### config.mk
export PLATFORM = sky130hd
export DESIGN_NAME = spi_cmd_rx_flat
export DESIGN_NICKNAME = d
export VERILOG_FILES = /design/src/rtl/spi_cmd_rx_if.sv /design/src/rtl/spi_cmd_rx.sv /design/src/flat_wrapper.sv
export SDC_FILE = /design/constraint.sdc
export NUM_CORES = 1
export LEC_CHECK = 0
export CAP_MARGIN = 20
export CORE_UTILIZATION = 30
export CTS_CLUSTER_SIZE = 10
export DETAILED_ROUTE_END_ITERATION = 12
export GPL_TIMING_DRIVEN = 0
export PLACE_DENSITY_LB_ADDON = 0.15
export SYNTH_ARGS = -nofsm -noshare
export SYNTH_HDL_FRONTEND = slang
export SYNTH_SLANG_ARGS = --single-unit
### constraint.sdc
create_clock -name clk -period 3.9 [get_ports clk]
set_input_delay 0.78 -clock clk [delete_from_list [all_inputs] [get_ports clk]]
set_output_delay 0.78 -clock clk [all_outputs]
set_load 0.03 [all_outputs]
### src/rtl/spi_cmd_rx_if.sv
// SPI bus bundle between the host MCU (master) and the command receiver (slave).
interface spi_cmd_rx_if;
    logic sclk;
    logic cs_n;
    logic mosi;
    logic miso;

    modport master (output sclk, output cs_n, output mosi, input miso);
    modport slave  (input sclk, input cs_n, input mosi, output miso);
endinterface

### src/rtl/spi_cmd_rx.sv
// SPI mode-0 command receiver: 16-bit frames {opcode, data} configure the wavegen.
// Define SPI_READBACK_EN to shift the status word {selector, freq_step} out on miso.
module spi_cmd_rx (
    input  logic               clk,
    input  logic               rst,
    spi_cmd_rx_if.slave        spi,
    output logic [3:0]         selector,
    output logic [11:0]        freq_step,
    output logic               run,
    output logic               cfg_strobe,
    output logic               frame_err
);

    typedef enum logic [1:0] {IDLE, SHIFT, COMMIT} state_t;

    state_t      state;
    state_t      next_state;
    logic [2:0]  sclk_sync;
    logic [2:0]  cs_sync;
    logic [1:0]  mosi_sync;
    logic [15:0] shift_q;
    logic [4:0]  bit_cnt;
    logic        start_frame;
    logic        shift_en;
    logic        bad_len;
    logic        commit;

    // Synchronizers reset low so a cs_n already low at reset release is not
    // seen as a falling edge; the host must raise and drop it again.
    always_ff @(posedge clk) begin
        if (rst) begin
            sclk_sync <= 3'b000;
            cs_sync   <= 3'b000;
            mosi_sync <= 2'b00;
        end else begin
            sclk_sync <= {sclk_sync[1:0], spi.sclk};
            cs_sync   <= {cs_sync[1:0], spi.cs_n};
            mosi_sync <= {mosi_sync[0], spi.mosi};
        end
    end

    logic sclk_rise;
    logic cs_fall;
    logic cs_rise;
    assign sclk_rise = sclk_sync[1] & ~sclk_sync[2];
    assign cs_fall   = ~cs_sync[1] & cs_sync[2];
    assign cs_rise   = cs_sync[1] & ~cs_sync[2];

    always_ff @(posedge clk) begin
        if (rst) state <= IDLE;
        else     state <= next_state;
    end

    always_comb begin
        next_state  = state;
        start_frame = 1'b0;
        shift_en    = 1'b0;
        bad_len     = 1'b0;
        commit      = 1'b0;
        case (state)
            IDLE: begin
                if (cs_fall) begin
                    next_state  = SHIFT;
                    start_frame = 1'b1;
                end
            end
            SHIFT: begin
                if (cs_rise) begin
                    if (bit_cnt == 5'd16) begin
                        next_state = COMMIT;
                    end else begin
                        next_state = IDLE;
                        bad_len    = 1'b1;
                    end
                end else if (sclk_rise) begin
                    shift_en = 1'b1;
                end
            end
            COMMIT: begin
                commit     = 1'b1;
                next_state = IDLE;
            end
            default: next_state = IDLE;
        endcase
    end

    // Frame capture and the configuration registers; pulses default low each cycle.
    always_ff @(posedge clk) begin
        if (rst) begin
            shift_q    <= 16'h0000;
            bit_cnt    <= 5'd0;
            selector   <= 4'b0100;
            freq_step  <= 12'd1;
            run        <= 1'b0;
            cfg_strobe <= 1'b0;
            frame_err  <= 1'b0;
        end else begin
            cfg_strobe <= 1'b0;
            frame_err  <= bad_len;
            if (start_frame) begin
                shift_q <= 16'h0000;
                bit_cnt <= 5'd0;
            end else if (shift_en) begin
                shift_q <= {shift_q[14:0], mosi_sync[1]};
                if (bit_cnt != 5'd31) bit_cnt <= bit_cnt + 5'd1;
            end
            if (commit) begin
                case (shift_q[15:12])
                    4'h0: cfg_strobe <= 1'b1;
                    4'h1: begin
                        selector   <= shift_q[3:0];
                        cfg_strobe <= 1'b1;
                    end
                    4'h2: begin
                        freq_step  <= shift_q[11:0];
                        cfg_strobe <= 1'b1;
                    end
                    4'h3: begin
                        run        <= shift_q[0];
                        cfg_strobe <= 1'b1;
                    end
                    default: frame_err <= 1'b1;
                endcase
            end
        end
    end

`ifdef SPI_READBACK_EN
    logic [15:0] status_q;
    logic        miso_q;
    logic        sclk_fall;
    assign sclk_fall = ~sclk_sync[1] & sclk_sync[2];

    // Status is snapshotted at frame start so the host reads the pre-frame config.
    always_ff @(posedge clk) begin
        if (rst) begin
            status_q <= 16'h0000;
            miso_q   <= 1'b0;
        end else if (cs_sync[1]) begin
            miso_q   <= 1'b0;
        end else if (start_frame) begin
            status_q <= {selector, freq_step};
            miso_q   <= selector[3];
        end else if (state == SHIFT && sclk_fall) begin
            status_q <= {status_q[14:0], 1'b0};
            miso_q   <= status_q[14];
        end
    end
    assign spi.miso = miso_q;
`else
    assign spi.miso = 1'b0;
`endif

endmodule

### src/flat_wrapper.sv
// flat-port wrapper written by rule: the top's interface ports become plain ports
module spi_cmd_rx_flat 
  (clk, rst, selector, freq_step, run, cfg_strobe, frame_err, spi_sclk, spi_cs_n, spi_mosi, spi_miso);
  spi_cmd_rx_if spi_i ();
  input  logic clk;
  input  logic rst;
  output logic [3:0] selector;
  output logic [11:0] freq_step;
  output logic run;
  output logic cfg_strobe;
  output logic frame_err;
  input wire logic [$bits(spi_i.sclk)-1:0] spi_sclk;
  input wire logic [$bits(spi_i.cs_n)-1:0] spi_cs_n;
  input wire logic [$bits(spi_i.mosi)-1:0] spi_mosi;
  output wire logic [$bits(spi_i.miso)-1:0] spi_miso;
  assign spi_i.sclk = spi_sclk;
  assign spi_i.cs_n = spi_cs_n;
  assign spi_i.mosi = spi_mosi;
  assign spi_miso = spi_i.miso;
  spi_cmd_rx u_core (.clk(clk), .rst(rst), .spi(spi_i), .selector(selector), .freq_step(freq_step), .run(run), .cfg_strobe(cfg_strobe), .frame_err(frame_err));
endmodule
==> flow_metrics.env, run 1 <==
export IMPL_post_route_util=0.382
export IMPL_first_iter_violations=46
export IMPL_vias=1241
export IMPL_coreArea_sq_um=5960
export IMPL_grt_pass1_vias=1095
export IMPL_drive_gt1_frac=0.0766
export IMPL_die_x_um=80.6
export IMPL_finalSetupTns_ns=0
export IMPL_dp_hpwl_mm=2.27
export IMPL_cts_repair_resized=0
export IMPL_place_congestion=0.684
export IMPL_maxCapViolations=0
export IMPL_grt_usage=0.115
export IMPL_synth_main_ff_cell="dfxtp_1"
export IMPL_firstDrtPassIters=4
export IMPL_post_cts_setup_buffers=0
export IMPL_root_buffer="clkbuf_8"
export IMPL_grt_busiest_layer="met2"
export IMPL_routed_wl_mm=3.34
export IMPL_fin_nets=216
export IMPL_synth_largest_area_cell="dfxtp_1"
export IMPL_setup_viol=0
export IMPL_met3_usage=0.0239
export IMPL_seq_area_frac_synth=0.539
export IMPL_drc_errors=0
export IMPL_startpoint_type="flop"
export IMPL_yosysMostFrequentCell="dfxtp_1"
export IMPL_htree_levels=2
export IMPL_initial_core_util=0.312
export IMPL_finalHoldViolCount=0
export IMPL_synth_fp_nets=186
export IMPL_cp_buffers_inverters=1
export IMPL_viasPerCell=4.37
export IMPL_pin_count=25
export IMPL_grt_max_degree=16
export IMPL_clk_pin_slew_ns=0.09
export IMPL_leakage_nw=1.06
export IMPL_port_buffers=23
export IMPL_crit_path_end_kind="output pin"
export IMPL_post_route_period_util=0.543
export IMPL_insertion_delay_ns=0.30
export IMPL_postRouteAntennaNets=0
export IMPL_gr_total_overflow=0
export IMPL_area_growth_pct=22.6
export IMPL_ctsHoldBuffers=0
export IMPL_synth_area_sq_um=1860
export IMPL_netlist_top_cells_count="dfxtp_1 (50), nor2_1 (39), mux2i_1 (33)"
export IMPL_gr_usage_met2=0.167
export IMPL_holdWs_ns=0.446
export IMPL_cts_buffer_depth=2
export IMPL_p_per_area_nw_per_um2=374
export IMPL_critPathRequiredTime_ns=3.12
export IMPL_finalPower_mw=0.852
export IMPL_rows=28
export IMPL_yosys_warnings=0
export IMPL_status="finished, final reports clean"
export IMPL_avgRoutedWirePerCell_um=11.8
export IMPL_die_h_um=80.6
export IMPL_numCtsBuffers=5
export IMPL_diodes=0
export IMPL_ys_top_cells_by_area="dfxtp_1 (54%), mux2i_1 (18%), nor2_1 (7.9%)"
export IMPL_syn_inst=178
export IMPL_yosys_register_bits=50
export IMPL_synth_edf_count=0
export IMPL_path_class="flop to output pin"
export IMPL_worst_ep_arrival_time_ns=1.34
export IMPL_crit_path_max_incr_delay_ns=0.67
export IMPL_antenna_found_initial=0
export IMPL_cts_tree="yes"
export IMPL_place_area_sq_um=2180
export IMPL_cp_slowest_cell="clkdlybuf4s50_1"
export IMPL_critPathTopFamily="buffers and inverters"
export IMPL_finalCriticalPeriod_ns=2.12
export IMPL_fin_skew_ns=0.00888
export IMPL_ys_types=29
export IMPL_maxSlewViolCount=0
export IMPL_relSlewSlack=0.657
export IMPL_grt_util_met1=0.156
export IMPL_worst_pin_slew_ns=0.514
export IMPL_clock_sinks=50
export IMPL_grt_pass1_wl_mm=5.47
export IMPL_stdcell_area_sq_um=2270
export IMPL_synthArstFlopShare=0
export IMPL_ir_worst_vdd_v=0.000137
export IMPL_rsz0062_at_grt="no"
export IMPL_fmax_mhz=473
export IMPL_synth_top_area_frac=0.539
export IMPL_synth_area_per_cell_sq_um=10.4
export IMPL_die_area_sq_um=6500
export IMPL_worstHoldPathType="flop to flop"
export IMPL_cp_max_fo=2
export IMPL_crit_chain="clkdlybuf4s50_1"
[per-stage QoR]
stage	worst slack [ns]	std cells
2_1_floorplan	2.07	178
3_3_place_gp	1.47	276
3_5_place_dp	1.47	276
4_1_cts	1.77	284
5_1_grt	1.71	284
6_report	1.78	284
[path summary, 6_finish.rpt]
path	to	cells past startpoint	slack, ns	from
hold reg to reg	u_core.sclk_sync[1]	1	0.45	u_core.sclk_sync[0]
setup reg to reg	u_core.bit_cnt[3]	7	1.92	u_core.bit_cnt[0]
hold / removal	u_core.sclk_sync[1]	1	0.45	u_core.sclk_sync[0]
setup / recovery	run	1	1.78	u_core.run
[power breakdown]
group | leakage [nW] | switching [mW] | internal (mW)
sequential | 0.404 | 0.00144 | 0.514
clock | 0.0472 | 0.168 | 0.143
combinational | 0.609 | 0.0159 | 0.00956
total | 1.06 | 0.186 | 0.666
[cells by family after synthesis]
logic type / count (synthesis) / share of synthesized area
AO/OA/AOI/OAI: 8 / 0.0249
other: 1 / 0.00202
multiplexers: 33 / 0.178
XOR/XNOR: 2 / 0.00944
buffers and inverters: 12 / 0.0310
flip-flops: 50 / 0.539
AND/OR/NAND/NOR: 69 / 0.195
adder cells (fa/ha/maj): 3 / 0.0202
[layout make-up]
cell class                 instances  area [sq um]
fill                             622          3680
sequential                        50          1000
multi-input combinational        116           797
timing repair buffer              23           230
tap                               75          93.8
clock buffer                       6          82.6
buffer                             9          46.3
clock inverter                     2          12.5
inverter                           3          11.3
[sequential cells by signal, indices dropped and copies added, names as in the netlist]
register,count
u_core.bit_cnt,5
u_core.cs_sync,3
u_core.run,1
u_core.selector,4
u_core.state,2
u_core.shift_q,16
u_core.mosi_sync,2
u_core.frame_err,1
u_core.cfg_strobe,1
u_core.sclk_sync,3
u_core.freq_step,12
[metal layers]
| layer | up-vias | part of all wire |
|---|---|---|
| li1 | 648 | - |
| met1 | 568 | 0.52 |
| met2 | 19 | 0.43 |
| met3 | 6 | 0.030 |
| met4 | 0 | 0.017 |
| met5 | - | 0 |
[placed cells by master (no fill, tap or decap), types with 4 or more instances in the layout]
cell	synthesis	routed
nor3_1	4	4
clkdlybuf4s50_1	0	23
nor2b_1	10	10
clkbuf_1	5	5
mux2i_1	33	33
nor2_1	39	39
clkbuf_8	0	6
dfxtp_1	50	50
(Power assumes the default switching activity.)
==> run 2: changes to the inputs <==
==> constraint.sdc (replaced) <==
create_clock -name clk -period 1.86 [get_ports clk]
set_input_delay 0.372 -clock clk [delete_from_list [all_inputs] [get_ports clk]]
set_output_delay 0.372 -clock clk [all_outputs]
set_load 0.03 [all_outputs]
==> flow_metrics.env, run 2 (synthesized netlist as in run 1, its figures left out) <==
export IMPL_crit_path_end_kind="flop"
export IMPL_p_int_mw=1.40
export IMPL_reg_top3="u_core.shift_q: 16 flops, u_core.freq_step: 12 flops, u_core.bit_cnt: 5 flops"
export IMPL_grt_pass1_vias=1116
export IMPL_power_share_combinational=0.032
export IMPL_setup_viol=0
export IMPL_antenna_found_initial=0
export IMPL_fmax_mhz=565
export IMPL_fin_nets=219
export IMPL_vias=1267
export IMPL_grt_pass1_wl_mm=5.53
export IMPL_largest_reg_flops=16
export IMPL_rows=28
export IMPL_htree_levels=2
export IMPL_p_clk_frac=0.364
export IMPL_post_route_period_util=0.951
export IMPL_worst_ep_arrival_time_ns=1.97
export IMPL_area_growth_pct=24.7
export IMPL_finalPower_mw=1.79
export IMPL_postRouteAntennaNets=0
export IMPL_pre_cts_slack_ns=-0.165
export IMPL_dp_hpwl_mm=2.27
export IMPL_firstDrtPassIters=5
export IMPL_die_x_um=80.6
export IMPL_fill_cells=620
export IMPL_relSlewSlack=0.636
export IMPL_cp_max_fo=4
export IMPL_die_area_sq_um=6500
export IMPL_hold_path_depth=1
export IMPL_gr_total_overflow=0
export IMPL_routed_wl_mm=3.43
export IMPL_numCtsBuffers=5
export IMPL_critPathRequiredTime_ns=2.06
export IMPL_final_cell_mix="dfxtp_1 (48), nor2_1 (39), mux2i_1 (33)"
export IMPL_p_seq_frac=0.604
export IMPL_drive_gt1_frac=0.108
export IMPL_worst_slack_ns=0.0913
export IMPL_finalHoldViolCount=0
export IMPL_drc_errors=0
export IMPL_r2r_cells=8
export IMPL_fin_skew_ns=0.00919
export IMPL_worst_pin_slew_ns=0.546
export IMPL_p_per_area_nw_per_um2=773
export IMPL_avgRoutedWirePerCell_um=12.0
export IMPL_finalSetupTns_ns=0
export IMPL_port_buffers=23
export IMPL_maxCapViolations=0
export IMPL_first_iter_violations=27
export IMPL_diodes=0
export IMPL_viasPerCell=4.41
export IMPL_swShare=0.218
export IMPL_cts_tree="yes"
export IMPL_largest_register="u_core.shift_q"
export IMPL_path_class="flop to flop"
export IMPL_clock_sinks=50
export IMPL_insertion_delay_ns=0.30
export IMPL_grt_max_degree=16
export IMPL_startpoint_type="flop"
export IMPL_root_buffer="clkbuf_8"
export IMPL_switching_power_mw=0.389
export IMPL_pin_count=25
export IMPL_grt_usage=0.116
export IMPL_coreArea_sq_um=5960
export IMPL_place_congestion=0.684
export IMPL_leakage_nw=1.07
export IMPL_finalCriticalPeriod_ns=1.77
export IMPL_initial_core_util=0.312
export IMPL_ir_worst_vdd_v=0.000287
export IMPL_status="finished, final reports clean"
export IMPL_worstHoldPathType="flop to flop"
export IMPL_cts_buffer_depth=2
export IMPL_final_common_cell="dfxtp_1"
export IMPL_clk_pin_slew_ns=0.09
export IMPL_die_h_um=80.6
export IMPL_maxSlewViolCount=0
==> run 2: cell count changes in the layout (fill, tap and decap cells not counted) <==
cell / delta
a21oi_1: -1
ha_2: +1
buf_4: +3
dfxtp_2: +2
ha_1: -1
nor4b_4: +1
nor4b_2: -1
o21ai_1: +1
a21oi_2: +1
o21ai_0: -1
dfxtp_1: -2
==> run 2: final timing paths <==
path,start,to,slack (ns)
worst max-delay path,u_core.bit_cnt[0],u_core.bit_cnt[3],0.09
worst min-delay path,u_core.sclk_sync[0],u_core.sclk_sync[1],0.45
worst max register to register,u_core.bit_cnt[0],u_core.bit_cnt[3],0.09
worst min register to register,u_core.sclk_sync[0],u_core.sclk_sync[1],0.45
==> run 2: what timing repair did <==
item,CTS,global route
endpoints found under the hold margin,0,0
endpoints found under the setup margin,1,5
buffers inserted,3,0
hold buffers,0,0
gates resized for setup,3,3
pin swaps,4,2
==> run 2: per-layer routing <==
| layer | wire [um] | up-vias | global-route usage |
|---|---|---|---|
| li1 | - | 654 | - |
| met1 | 1780 | 580 | 0.156 |
| met2 | 1470 | 27 | 0.172 |
| met3 | 119 | 6 | 0.0239 |
| met4 | 55 | 0 | 0.0643 |
| met5 | 0 | - | 0 |
==> run 2: final cells by class <==
cell class / count / area [sq um] / share of cell area
timing repair buffer: 26 / 253 / 0.109
inverter: 3 / 11.3 / 0.00486
sequential: 50 / 1000 / 0.434
buffer: 9 / 46.3 / 0.0200
tap: 75 / 93.8 / 0.0405
clock buffer: 6 / 82.6 / 0.0357
multi-input combinational: 116 / 812 / 0.351
clock inverter: 2 / 12.5 / 0.00541
==> run 2: power by group through the flow <==
stage	combinational [mW]	sequential (mW)	clock [mW]
global placement	0.0554	1.11	0
CTS	0.0567	1.08	0.684
global route	0.0619	1.08	0.731
floorplan	0.0341	1.10	0
detailed placement	0.0549	1.11	0
finish	0.0566	1.08	0.651
==> run 2: critical path, stage by stage (launching register included) <==
cell	delay (ns)
dfxtp_2	0.33
ha_1	0.20
and3_1	0.19
ha_2	0.18
nor4b_4	0.25
nand3_2	0.11
buf_4	0.17
o21ai_1	0.17
a21oi_2	0.07
==> run 2: through the flow <==
step            util  std cells  instance area (sq um)  hold slack (ns)
6_report       0.389        287                   2310            0.446
5_1_grt        0.389        287                   2310            0.468
4_1_cts        0.386        287                   2300            0.451
3_5_place_dp   0.366        276                   2180            0.429
3_3_place_gp   0.366        276                   2180            0.418
2_1_floorplan      -        178                   1860            0.414
